File: src/rtl/cog_led_driver.sv
// cog_led_driver: per-cog LED activity stretcher with shared PWM dimming.
//
// Each raw activity bit is synchronised into the LED clock domain. It is then
// stretched by a per-channel IDLE/ACTIVE/HOLD state machine. The chosen
// brightness is turned into a registered PWM drive against a free-running
// phase counter.
//
// Optional feature macro: LED_FADE_EN
//   Adds a FADE state after HOLD. The brightness level steps down from
//   duty_hold once per fade_tick, until the channel returns to IDLE.
//
// Ports:
//   clock        LED clock; all logic on the rising edge
//   async_res_n  asynchronous active-low reset; release synchronised internally
//   led_in       raw per-cog activity bits (asynchronous to clock)
//   duty_on      brightness while ACTIVE (quasi-static)
//   duty_hold    brightness while HOLD (quasi-static)
//   led_out      registered PWM LED drive
//   any_active   registered OR of all channels not in IDLE
//   pwm_phase    current PWM phase counter, for sharing with other dimmed LEDs
module cog_led_driver #(
    parameter int unsigned NUM_LEDS         = 8,
    parameter int unsigned PWM_BITS         = 3,
    parameter int unsigned HOLD_CYCLES      = 975,
    parameter int unsigned FADE_STEP_CYCLES = 122
) (
    input  logic                clock,
    input  logic                async_res_n,
    input  logic [NUM_LEDS-1:0] led_in,
    input  logic [PWM_BITS-1:0] duty_on,
    input  logic [PWM_BITS-1:0] duty_hold,
    output logic [NUM_LEDS-1:0] led_out,
    output logic                any_active,
    output logic [PWM_BITS-1:0] pwm_phase
);

    localparam int unsigned TW = $clog2(HOLD_CYCLES) + 1;

    // Elaboration-time parameter legality checks
    if (HOLD_CYCLES < 1 || FADE_STEP_CYCLES < 1) begin : g_bad_param
        $error("cog_led_driver: HOLD_CYCLES and FADE_STEP_CYCLES must be >= 1");
    end

    typedef enum logic [1:0] {
        ST_IDLE   = 2'd0,
        ST_ACTIVE = 2'd1,
        ST_HOLD   = 2'd2
`ifdef LED_FADE_EN
        ,
        ST_FADE   = 2'd3
`endif
    } state_e;

    // Reset: assert asynchronously, release after two clock edges
    logic [1:0] rst_sync_q;
    logic       rst_n;

    always_ff @(posedge clock or negedge async_res_n) begin
        if (!async_res_n) begin
            rst_sync_q <= 2'b00;
        end else begin
            rst_sync_q <= {rst_sync_q[0], 1'b1};
        end
    end

    assign rst_n = rst_sync_q[1];

    // Free-running PWM phase counter, wraps naturally
    logic [PWM_BITS-1:0] phase_q;

    always_ff @(posedge clock or negedge rst_n) begin
        if (!rst_n) begin
            phase_q <= '0;
        end else begin
            phase_q <= phase_q + PWM_BITS'(1);
        end
    end

    // Two-flop activity synchroniser; sync_q is the usable bit
    logic [NUM_LEDS-1:0] meta_q;
    logic [NUM_LEDS-1:0] sync_q;

    always_ff @(posedge clock or negedge rst_n) begin
        if (!rst_n) begin
            meta_q <= '0;
            sync_q <= '0;
        end else begin
            meta_q <= led_in;
            sync_q <= meta_q;
        end
    end

`ifdef LED_FADE_EN
    localparam int unsigned PSW = (FADE_STEP_CYCLES > 1) ? $clog2(FADE_STEP_CYCLES) : 1;

    // Shared fade prescaler; fade_tick pulses once every FADE_STEP_CYCLES clocks
    logic [PSW-1:0] presc_q;
    logic           fade_tick;

    assign fade_tick = (presc_q == PSW'(FADE_STEP_CYCLES - 1));

    always_ff @(posedge clock or negedge rst_n) begin
        if (!rst_n) begin
            presc_q <= '0;
        end else if (fade_tick) begin
            presc_q <= '0;
        end else begin
            presc_q <= presc_q + PSW'(1);
        end
    end
`endif

    logic [NUM_LEDS-1:0] led_vec;
    logic [NUM_LEDS-1:0] busy_vec;

    for (genvar i = 0; i < NUM_LEDS; i++) begin : g_ch
        state_e              state_q, state_d;
        logic [TW-1:0]       timer_q, timer_d;
        logic [PWM_BITS-1:0] duty_sel;
        logic                led_q;
`ifdef LED_FADE_EN
        logic [PWM_BITS-1:0] level_q, level_d;
`endif

        // Channel state register, hold timer and registered PWM compare
        always_ff @(posedge clock or negedge rst_n) begin
            if (!rst_n) begin
                state_q <= ST_IDLE;
                timer_q <= '0;
                led_q   <= 1'b0;
`ifdef LED_FADE_EN
                level_q <= '0;
`endif
            end else begin
                state_q <= state_d;
                timer_q <= timer_d;
                led_q   <= (duty_sel > phase_q);
`ifdef LED_FADE_EN
                level_q <= level_d;
`endif
            end
        end

        // Next-state and duty selection; fresh activity beats any expiry
        always_comb begin
            state_d  = state_q;
            timer_d  = timer_q;
            duty_sel = '0;
`ifdef LED_FADE_EN
            level_d  = level_q;
`endif
            unique case (state_q)
                ST_IDLE: begin
                    if (sync_q[i]) begin
                        state_d = ST_ACTIVE;
                    end
                end
                ST_ACTIVE: begin
                    duty_sel = duty_on;
                    if (!sync_q[i]) begin
                        state_d = ST_HOLD;
                        timer_d = TW'(HOLD_CYCLES - 1);
                    end
                end
                ST_HOLD: begin
                    duty_sel = duty_hold;
                    if (sync_q[i]) begin
                        state_d = ST_ACTIVE;
                    end else if (timer_q == '0) begin
`ifdef LED_FADE_EN
                        // A zero hold brightness has nothing to fade from
                        if (duty_hold != '0) begin
                            state_d = ST_FADE;
                            level_d = duty_hold;
                        end else begin
                            state_d = ST_IDLE;
                        end
`else
                        state_d = ST_IDLE;
`endif
                    end else begin
                        timer_d = timer_q - TW'(1);
                    end
                end
`ifdef LED_FADE_EN
                ST_FADE: begin
                    duty_sel = level_q;
                    if (sync_q[i]) begin
                        state_d = ST_ACTIVE;
                    end else if (fade_tick) begin
                        if (level_q == '0) begin
                            state_d = ST_IDLE;
                        end else begin
                            level_d = level_q - PWM_BITS'(1);
                        end
                    end
                end
`endif
                default: begin
                    state_d = ST_IDLE;
                end
            endcase
        end

        assign led_vec[i]  = led_q;
        assign busy_vec[i] = (state_q != ST_IDLE);
    end

    // any_active registered alongside led_out so both share the same timing
    logic any_q;

    always_ff @(posedge clock or negedge rst_n) begin
        if (!rst_n) begin
            any_q <= 1'b0;
        end else begin
            any_q <= |busy_vec;
        end
    end

    assign led_out    = led_vec;
    assign any_active = any_q;
    assign pwm_phase  = phase_q;

endmodule

File: config.mk
export PLATFORM = sky130hd
export DESIGN_NAME = cog_led_driver
export DESIGN_NICKNAME = d
export VERILOG_FILES = /design/src/rtl/cog_led_driver.sv
export SDC_FILE = /design/constraint.sdc
export NUM_CORES = 1
export LEC_CHECK = 0
export ABC_CLOCK_PERIOD_IN_PS = 12600
export BUFFER_PORTS_ARGS = -buffer_cell sky130_fd_sc_hd__buf_2
export CAP_MARGIN = 40
export CORE_AREA = 2 2 170 172
export CTS_BUF_LIST = sky130_fd_sc_hd__clkbuf_8
export DETAILED_ROUTE_END_ITERATION = 10
export DIE_AREA = 0 0 172 174
export GPL_TIMING_DRIVEN = 0
export PLACE_DENSITY_LB_ADDON = 0.12
export SYNTH_ARGS = -nofsm -noshare
export SYNTH_HDL_FRONTEND = slang
export SYNTH_SLANG_ARGS = --single-unit
File: constraint.sdc
create_clock -name clock -period 12.6 [get_ports clock]
set_clock_uncertainty 0.15 [all_clocks]
set_input_delay 1.26 -clock clock [delete_from_list [all_inputs] [get_ports clock]]
set_output_delay 1.26 -clock clock [all_outputs]
set_load 0.1 [all_outputs]
==> results of run 1 <==
path summary, 6_finish.rpt:
kind,endpoint,slack (ns),cells after the start,startpoint
max,pwm_phase[0],9.53,1,pwm_phase[0]$_DFF_PN0_
min,sync_q[5]$_DFF_PN0_,0.20,0,meta_q[5]$_DFF_PN0_
max reg2reg,g_ch[6].timer_q[9]$_DFFE_PN0P_,9.99,7,g_ch[6].state_q[0]$_DFFE_PN0P_
min reg2reg,sync_q[5]$_DFF_PN0_,0.20,0,meta_q[5]$_DFF_PN0_
max in group asynchronous,g_ch[7].timer_q[1]$_DFFE_PN0P_,11.32,1,rst_sync_q[1]$_DFF_PN0_
min in group asynchronous,pwm_phase[2]$_DFF_PN0_,0.26,0,rst_sync_q[1]$_DFF_PN0_
cells in the final DEF (no fill, tap or decap), types with 9 or more instances in the layout:
master,instances
nand2b_1,13
nor4_1,16
nand3_1,24
clkbuf_8,18
o21ai_0,34
a22o_1,9
or4_1,19
a22oi_1,17
or3_1,13
inv_1,59
nor3_1,18
o31ai_1,17
nor2_1,59
ha_1,81
a21oi_1,40
nor2b_1,29
clkbuf_1,28
mux2i_1,16
a31oi_1,29
dfrtp_1,133
and4_1,9
nand4_1,10
a21o_1,9
buf_2,22
mux2_2,16
or2_2,9
nand2_1,47
power by group through the flow:
stage	sequential, mW	combinational, mW	clock, mW
2_1_floorplan	0.569	0.478	0
3_3_place_gp	0.590	0.603	0
3_5_place_dp	0.585	0.610	0
4_1_cts	0.577	0.615	0.390
5_1_grt	0.590	0.702	0.410
6_report	0.577	0.609	0.370
through the flow:
| step | utilization [%] | setup WS (ns) | hold WS [ns] |
|---|---|---|---|
| floorplan | - | 8.440 | 0.1812 |
| global placement | 31.53 | 6.388 | 0.1824 |
| detailed placement | 31.70 | 9.667 | 0.1878 |
| CTS | 33.12 | 9.462 | 0.2085 |
| global route | 33.12 | 9.442 | 0.2167 |
| finish | 33.12 | 9.529 | 0.2043 |
sequential cells by signal (all words and copies together) (netlist names):
name,cells
g_ch.state_q,16
any_active,1
sync_q,8
pwm_phase,3
meta_q,8
g_ch.led_q,8
g_ch.timer_q,88
rst_sync_q,2
cells by family after synthesis:
group,after synthesis,share of synthesized area (%)
DFF,134,40.32
AOI/OAI and AO/OA,203,16.28
and+or+nand+nor,315,21.75
other,1,0.04509
xor gates and xnor gates,6,0.6319
buffers and inverters,94,4.694
adders and majority gates,81,12.19
muxes,32,4.092
cell type report:
type                       count  area, sq um
timing repair buffer          24        150.1
fill                        2928        18890
clock buffer                  18        247.7
multi-input combinational    638         4573
buffer                        37        176.4
inverter                      57        214.0
tap                          384        480.5
sequential                   134         3357
clock inverter                14        152.6
metal layers:
layer	up-vias	routed length, microns
met1	3049	9059
met4	0	185
met3	12	598
met2	72	8379
met5	-	0
li1	3279	-
==> impl_metrics.json, run 1 <==
{
  "drt_iter0_drc": 395,
  "fin_crit_ns": 3.071,
  "die_h_microns": 174,
  "cts_hold_buf": 0,
  "power_frac_comb_pct": 39.1,
  "met2_usage_pct": 20.36,
  "p_total_mw": 1.555,
  "synth_top_cells_by_count": "134 x dfrtp_1, 81 x ha_1, 59 x nor2_1, 57 x inv_1, 47 x nand2_1",
  "path_buf_inv": 1,
  "first_pass_iters": 5,
  "cts_num_sinks": 134,
  "place_inst": 1274,
  "swShare_pct": 38.63,
  "crit_path_top_delay_cell": "dfrtp_1",
  "die_area_sq_um": 29930,
  "grt.busiest_layer": "met2",
  "syn-instance-count": 866,
  "hold_violations": 0,
  "status": "complete, no violations",
  "end_kind": "output pin",
  "track_usage_pct": 12.93,
  "numCtsBuffers": 17,
  "peakVddDrop_mv": 0.07031,
  "clk_pin_slew_ns": 0.09,
  "setup_viol": 0,
  "vias": 6412,
  "drt_wl_total_mm": 18.22,
  "syn_area_sq_um": 8317,
  "ctsResizeCount": 0,
  "syn_avg_cell_area_sq_um": 9.604,
  "ys.flop_type": "dfrtp_1",
  "ys_seq_area_share_pct": 40.32,
  "min_period_over_period_pct": 24.37,
  "slew_viol_final": 0,
  "clkLatencyLatePin_ns": 0.45,
  "wl_per_cell_microns": 13.95,
  "yosysWarnings": 0,
  "yosysTopAreaCellShare_pct": 40.32,
  "cp.arrival_ns": 1.66,
  "grt_max_degree": 56,
  "postCtsSetupBuffers": 0,
  "p_per_area_nw_per_um2": 166.3,
  "core_region_area_sq_um": 28240,
  "synth-edff-count": 0,
  "drc_errors": 0,
  "stdcell_area_sq_um": 9351,
  "cap_viol_max_count": 0,
  "diodes": 0,
  "synth_top_cell_by_area": "dfrtp_1",
  "die_w_microns": 172,
  "ctsLongestPathBuffers": 2,
  "fmax_mhz": 325.6,
  "critPathMaxStageDelay_ns": 0.69,
  "crit_family": "flip-flops",
  "vias_per_cell": 4.910,
  "hold_path.class": "flop to flop",
  "seqPwrFrac_pct": 37.1,
  "switchingPower_uw": 600.9,
  "layout.nets": 1006,
  "ys_types": 67,
  "grt_use_met3_pct": 2.709,
  "ys_ff_latch": 134,
  "row_count": 62,
  "drive_above_1_share_pct": 11.50,
  "hpwl_mm": 13.04,
  "grt_use_met1_pct": 17.85,
  "io_pins": 28,
  "ant_nets": 0,
  "area_delta_synth_final_pct": 12.44,
  "initial_core_util_pct": 29.45,
  "setup-tns-final_ns": 0,
  "cts_tree": "done",
  "leakage_nw": 3.732,
  "yosysMostFrequentCell": "dfrtp_1",
  "synth_area_leaders": "dfrtp_1 40%, ha_1 12%, nor2_1 2.7%",
  "worstSetupPathType": "flop to output pin",
  "antenna_found_initial": 0,
  "globalplace.congestion": 0.7429,
  "syn-num-nets": 963,
  "crit_chain": "buf_2",
  "port_buffers": 21,
  "stdcell_count": 1306,
  "crit_fanout": 11,
  "worstPathRequired_ns": 11.19,
  "pwr-share-clk_pct": 23.8,
  "rsz0062_at_grt": "no",
  "h-tree-depth": 4,
  "clock-root-buffer": "clkbuf_8",
  "grt_pass1_vias": 6216,
  "async_flop_share_pct": 100.0,
  "slew_headroom_pct": 45.08,
  "start_kind": "flop",
  "power.internal_uw": 954.6,
  "worst_slew_pin_slew_ns": 0.8123,
  "grt_pass1_wl_mm": 31.36,
  "overflow": 0,
  "placed_cell_area_sq_um": 8951
}
Note: power is estimated with default switching activity, not from simulation.
==> run 2, diff against run 1 <==
ABC_CLOCK_PERIOD_IN_PS = 2500   (was 12600)
clock period = 2.5 ns   (was 12.6 ns; I/O delays follow)
==> run 2 against run 1 <==
Effect of this change: worst setup slack got worse by 9.4 ns; wire length increased by 0.41%; global-route usage decreased by 0.17 points; cell area increased by 2.6%; hold slack got worse by 0.096 ns; critical endpoint is now g_ch[1].timer_q[8]$_DFFE_PN0P_; register-to-register slack got worse by 9.9 ns; sequential power increased to 5.0 times the previous value; via count increased by 1.3%; non-clock buffer count increased by 12; critical path type is now flop to flop.
==> impl_metrics.json, run 2 (synthesis gave the netlist of run 1 again) <==
{
  "grt_pass1_vias": 6217,
  "worstSetupPathType": "flop to flop",
  "io_pins": 28,
  "wl_per_cell_microns": 13.88,
  "die_w_microns": 172,
  "cts_tree": "done",
  "worstPathRequired_ns": 2.66,
  "drt_wl_total_mm": 18.30,
  "setup-tns-final_ns": 0,
  "layout.nets": 1018,
  "rsz0062_at_grt": "no",
  "fmax_mhz": 423.5,
  "track_usage_pct": 12.75,
  "hpwl_mm": 12.86,
  "p_per_area_nw_per_um2": 836.2,
  "globalplace.congestion": 0.7724,
  "grt_max_degree": 60,
  "start_kind": "flop",
  "top_register": "g_ch.timer_q",
  "h-tree-depth": 4,
  "r2r_slack_ns": 0.14,
  "ff2ff_path_depth": 6,
  "regToRegStartpoint": "g_ch[1].timer_q[0]$_DFFE_PN0P_",
  "largest_reg_flops": 88,
  "mostFrequentLayoutCells": "133 x dfrtp_1, 81 x ha_1, 58 x nor2_1, 57 x inv_1, 47 x nand2_1",
  "stdcell_count": 1318,
  "first_pass_iters": 4,
  "leakage_nw": 3.811,
  "core_region_area_sq_um": 28240,
  "final_common_cell": "dfrtp_1",
  "drc_errors": 0,
  "hold_path.class": "flop to async pin",
  "slew_headroom_pct": 54.36,
  "die_h_microns": 174,
  "port_buffers": 21,
  "multi_input_area_sq_um": 4642,
  "drive_above_1_share_pct": 13.17,
  "critPathMaxStageDelay_ns": 0.66,
  "clk_pin_slew_ns": 0.08,
  "crit_path_top_delay_cell": "or4b_2",
  "fin_crit_ns": 2.361,
  "vias": 6495,
  "row_count": 62,
  "cap_viol_max_count": 0,
  "clock-root-buffer": "clkbuf_8",
  "r2r_end": "g_ch[1].timer_q[8]$_DFFE_PN0P_",
  "ctsLongestPathBuffers": 2,
  "numCtsBuffers": 17,
  "min_period_over_period_pct": 94.45,
  "diodes": 0,
  "register_area_sq_um": 3357,
  "die_area_sq_um": 29930,
  "slew_viol_final": 0,
  "drt_iter0_drc": 348,
  "worst_slew_pin_slew_ns": 0.6753,
  "peakVddDrop_mv": 0.3100,
  "nFillCells": 2917,
  "status": "complete, no violations",
  "place_inst": 1274,
  "p_total_mw": 8.020,
  "top_regs": "g_ch.timer_q: 88 flops, g_ch.state_q: 16 flops",
  "end_kind": "flop",
  "crit_fanout": 5,
  "initial_core_util_pct": 29.45,
  "clkLatencyLatePin_ns": 0.44,
  "grt_pass1_wl_mm": 31.13,
  "cts_num_sinks": 134,
  "cp.arrival_ns": 2.52,
  "vias_per_cell": 4.928,
  "setup_viol": 0,
  "antenna_found_initial": 0,
  "area_delta_synth_final_pct": 15.32,
  "crit_chain": "inv_1, ha_1, or4b_2, nor2_2, nor4_1, or3b_2",
  "hold_violations": 0,
  "ant_nets": 0,
  "overflow": 0
}
==> run 2: cell types whose count changed in the layout (fill, tap and decap cells not counted), sizes merged <==
| cell | change |
|---|---|
| bufinv | +1 |
| inv | -4 |
| buf | +2 |
| clkbuf | +3 |
| clkinv | -3 |
| clkinvlp | +3 |
| dlygate4sd3 | +10 |
==> run 2: per-layer routing <==
layer	track usage, %	share of wire, %
met1	17.90	51
met2	19.91	46
met3	2.892	2.6
met4	2.976	0.81
met5	0	0
==> run 2: worst max path at each step <==
stage / startpoint / to
after floorplan: rst_sync_q[1]$_DFF_PN0_ / any_active$_DFF_PN0_
after global placement: rst_sync_q[1]$_DFF_PN0_ / g_ch[7].timer_q[5]$_DFFE_PN0P_
after detailed placement: g_ch[6].state_q[0]$_DFFE_PN0P_ / g_ch[6].timer_q[9]$_DFFE_PN0P_
after CTS: g_ch[3].timer_q[0]$_DFFE_PN0P_ / g_ch[3].timer_q[9]$_DFFE_PN0P_
after global routing: g_ch[7].state_q[0]$_DFFE_PN0P_ / g_ch[7].led_q$_DFF_PN0_
final: g_ch[1].timer_q[0]$_DFFE_PN0P_ / g_ch[1].timer_q[8]$_DFFE_PN0P_
==> run 2: worst max-delay path, delay by kind of cell, from the launching register on <==
family / cells / cell delay, ns
simple gates: 4 / 1.32
flops: 1 / 0.44
fa+ha+maj: 1 / 0.20
buf+inv: 1 / 0.14
==> run 2: layout make-up <==
class | instances | area share, %
Sequential cell | 134 | 35.00
Clock inverter | 11 | 1.526
Multi-Input combinational cell | 638 | 48.40
Timing Repair Buffer | 36 | 2.922
Tap cell | 384 | 5.010
Clock buffer | 21 | 3.014
Inverter | 57 | 2.231
Buffer | 37 | 1.892
==> run 2: through the flow <==
stage | util, % | hold slack (ns) | area [sq um] | setup WS, ns
2_1_floorplan | - | -0.1956 | 8318 | 0.1213
3_3_place_gp | 31.53 | -0.1134 | 8904 | -1.005
3_5_place_dp | 31.75 | -0.1126 | 8966 | -0.1176
4_1_cts | 33.68 | 0.1312 | 9509 | 0.06269
5_1_grt | 33.96 | 0.1484 | 9590 | 0.01980
6_report | 33.96 | 0.1085 | 9590 | 0.1387
==> run 2: repair_timing <==
action	4_1_cts	5_1_grt
buffers inserted	0	2
hold endpoints to repair	10	0
gates resized for setup	2	16
pin swaps	0	1
hold buffers	10	0
endpoints found under the setup margin	2	23
==> run 2: report_power, final <==
part           switching [mW]  leakage, nW  internal (mW)  total [mW]
logic                    1.72         2.09           1.39        3.11
clock network           0.906        0.206           1.09        2.00
registers               0.381         1.51           2.53        2.91
==> run 3, diff against run 2 <==
ABC_AREA = 0   (was not set)
PLACE_DENSITY = 0.47   (was not set)
PLACE_DENSITY_LB_ADDON = not set   (was 0.12)
==> run 3 against run 2 <==
Effect of this change: cell area down 0.70%; worst setup slack worse by 0.010 ns; die area unchanged; combinational power about the same; largest power group unchanged.
==> impl_metrics.json, run 3 (synthesis gave the netlist of run 1 again) <==
{
  "power_frac_comb_pct": 40.2,
  "setup_viol": 0,
  "die_h_microns": 174,
  "seqPwrFrac_pct": 37.6,
  "setup-tns-final_ns": 0,
  "worst_hold_slack_ns": 0.07733,
  "cp.arrival_ns": 2.60,
  "status": "complete, no violations",
  "rsz0062_at_grt": "no",
  "min_period_over_period_pct": 94.85,
  "crit_fanout": 5,
  "drc_errors": 0,
  "slew_headroom_pct": 53.88,
  "placed_cell_area_sq_um": 8966,
  "ff2ff_path_depth": 6,
  "track_usage_pct": 12.88,
  "cts_num_sinks": 134,
  "hold_path.class": "flop to async pin",
  "hold_violations": 0,
  "leakage_nw": 3.776,
  "drt_iter0_drc": 298,
  "grt_max_degree": 61,
  "antenna_found_initial": 4,
  "port_buffers": 21,
  "cap_viol_max_count": 0,
  "fin_crit_ns": 2.371,
  "r2r_end": "g_ch[7].timer_q[5]$_DFFE_PN0P_",
  "drt_wl_total_mm": 18.20,
  "power.internal_mw": 4.715,
  "fmax_mhz": 421.7,
  "regToRegStartpoint": "g_ch[7].state_q[0]$_DFFE_PN0P_",
  "row_count": 62,
  "wl_per_cell_microns": 13.79,
  "slew_viol_final": 0,
  "vias": 6568,
  "switchingPower_mw": 3.010,
  "pwr-share-clk_pct": 22.2,
  "ant_nets": 0,
  "numCtsBuffers": 17,
  "grt_pass1_vias": 6325,
  "worstPathRequired_ns": 2.73,
  "area_delta_synth_final_pct": 14.50,
  "hpwl_mm": 12.95,
  "core_region_area_sq_um": 28240,
  "clk_pin_slew_ns": 0.09,
  "grt_pass1_wl_mm": 31.17,
  "globalplace.congestion": 0.7481,
  "io_pins": 28,
  "largest_reg_flops": 88,
  "die_area_sq_um": 29930,
  "final_common_cell": "dfrtp_1",
  "mostFrequentLayoutCells": "133 x dfrtp_1, 80 x ha_1, 58 x inv_1, 58 x nor2_1, 47 x nand2_1",
  "p_total_mw": 7.725,
  "ctsLongestPathBuffers": 2,
  "die_w_microns": 172,
  "clkLatencyLatePin_ns": 0.47,
  "stdcell_area_sq_um": 9523,
  "top_regs": "g_ch.timer_q: 88 flops, g_ch.state_q: 16 flops",
  "worstSetupPathType": "flop to flop",
  "h-tree-depth": 4,
  "clock-root-buffer": "clkbuf_8",
  "peakVddDrop_mv": 0.3385,
  "first_pass_iters": 5,
  "p_per_area_nw_per_um2": 811.2,
  "initial_core_util_pct": 29.45,
  "layout.nets": 1018,
  "top_register": "g_ch.timer_q",
  "worst_slew_pin_slew_ns": 0.6825,
  "swShare_pct": 38.96,
  "cts_tree": "done",
  "start_kind": "flop",
  "vias_per_cell": 4.980,
  "end_kind": "flop",
  "nFillCells": 2952,
  "drive_above_1_share_pct": 13.18,
  "overflow": 0,
  "r2r_slack_ns": 0.13
}
[run 3: worst max-delay path by stage]
stage                                         startpoint                        endpoint  slack [ns]  depth (start not counted)
after floorplan                  rst_sync_q[1]$_DFF_PN0_            any_active$_DFF_PN0_        0.12                          0
after global placement           rst_sync_q[1]$_DFF_PN0_  g_ch[7].timer_q[6]$_DFFE_PN0P_       -0.98                          0
after detailed placement  g_ch[6].state_q[0]$_DFFE_PN0P_  g_ch[6].timer_q[9]$_DFFE_PN0P_       -0.10                          7
after CTS                 g_ch[0].timer_q[8]$_DFFE_PN0P_  g_ch[0].state_q[0]$_DFFE_PN0P_        0.05                          4
after global routing      g_ch[1].timer_q[0]$_DFFE_PN0P_  g_ch[1].timer_q[9]$_DFFE_PN0P_       0.008                          6
final                     g_ch[7].state_q[0]$_DFFE_PN0P_  g_ch[7].timer_q[5]$_DFFE_PN0P_        0.13                          6
[run 3: layout make-up]
cell class | count | area (sq um) | area share (%)
multi-input cells | 638 | 4644 | 48.77
flip-flops and latches | 134 | 3357 | 35.25
well taps | 384 | 480.5 | 5.045
repair buffers | 36 | 280.3 | 2.943
clock buffers | 18 | 247.7 | 2.602
inverters | 57 | 214.0 | 2.247
plain buffers | 37 | 182.7 | 1.918
clock inverters | 13 | 111.4 | 1.169
diodes | 2 | 5.005 | 0.05256
[run 3: metrics by stage]
step           util (%)  cells  worst slack, ns
6_report          33.72   1319           0.1287
3_5_place_dp      31.75   1274          -0.1041
5_1_grt           33.72   1318         0.007866
2_1_floorplan         -    866           0.1213
4_1_cts           33.42   1315          0.04740
3_3_place_gp      31.53   1271          -0.9778
[run 3: worst max-delay path, stage by stage, from the launching register on]
cell	delay, ns
dfrtp_1	0.43
inv_1	0.10
ha_2	0.21
or4b_4	0.48
or3_4	0.36
or4_1	0.40
a21oi_1	0.16
[run 3: power by group through the flow]
stage | registers, mW | clock network, mW | logic [mW]
floorplan | 2.87 | 0 | 2.41
global placement | 2.97 | 0 | 3.01
detailed placement | 2.93 | 0 | 3.10
CTS | 2.90 | 1.81 | 3.12
global route | 2.97 | 1.89 | 3.59
finish | 2.90 | 1.72 | 3.11
[run 3: per-layer routing]
| layer | up-vias | track usage, % | part of all wire [%] |
|---|---|---|---|
| met5 | - | 0 | 0.071 |
| met4 | 2 | 3.817 | 1.2 |
| met3 | 18 | 3.461 | 3.7 |
| met2 | 70 | 20.03 | 45 |
| met1 | 3183 | 17.49 | 50 |
| li1 | 3295 | - | - |
[run 3: what timing repair did]
action                                  4_1_cts  5_1_grt
hold endpoints to repair                     10        0
buffers inserted                              0        2
gates resized for setup                       2       20
endpoints found under the setup margin        2       29
pin swaps                                     0        1
hold buffers                                 10        0
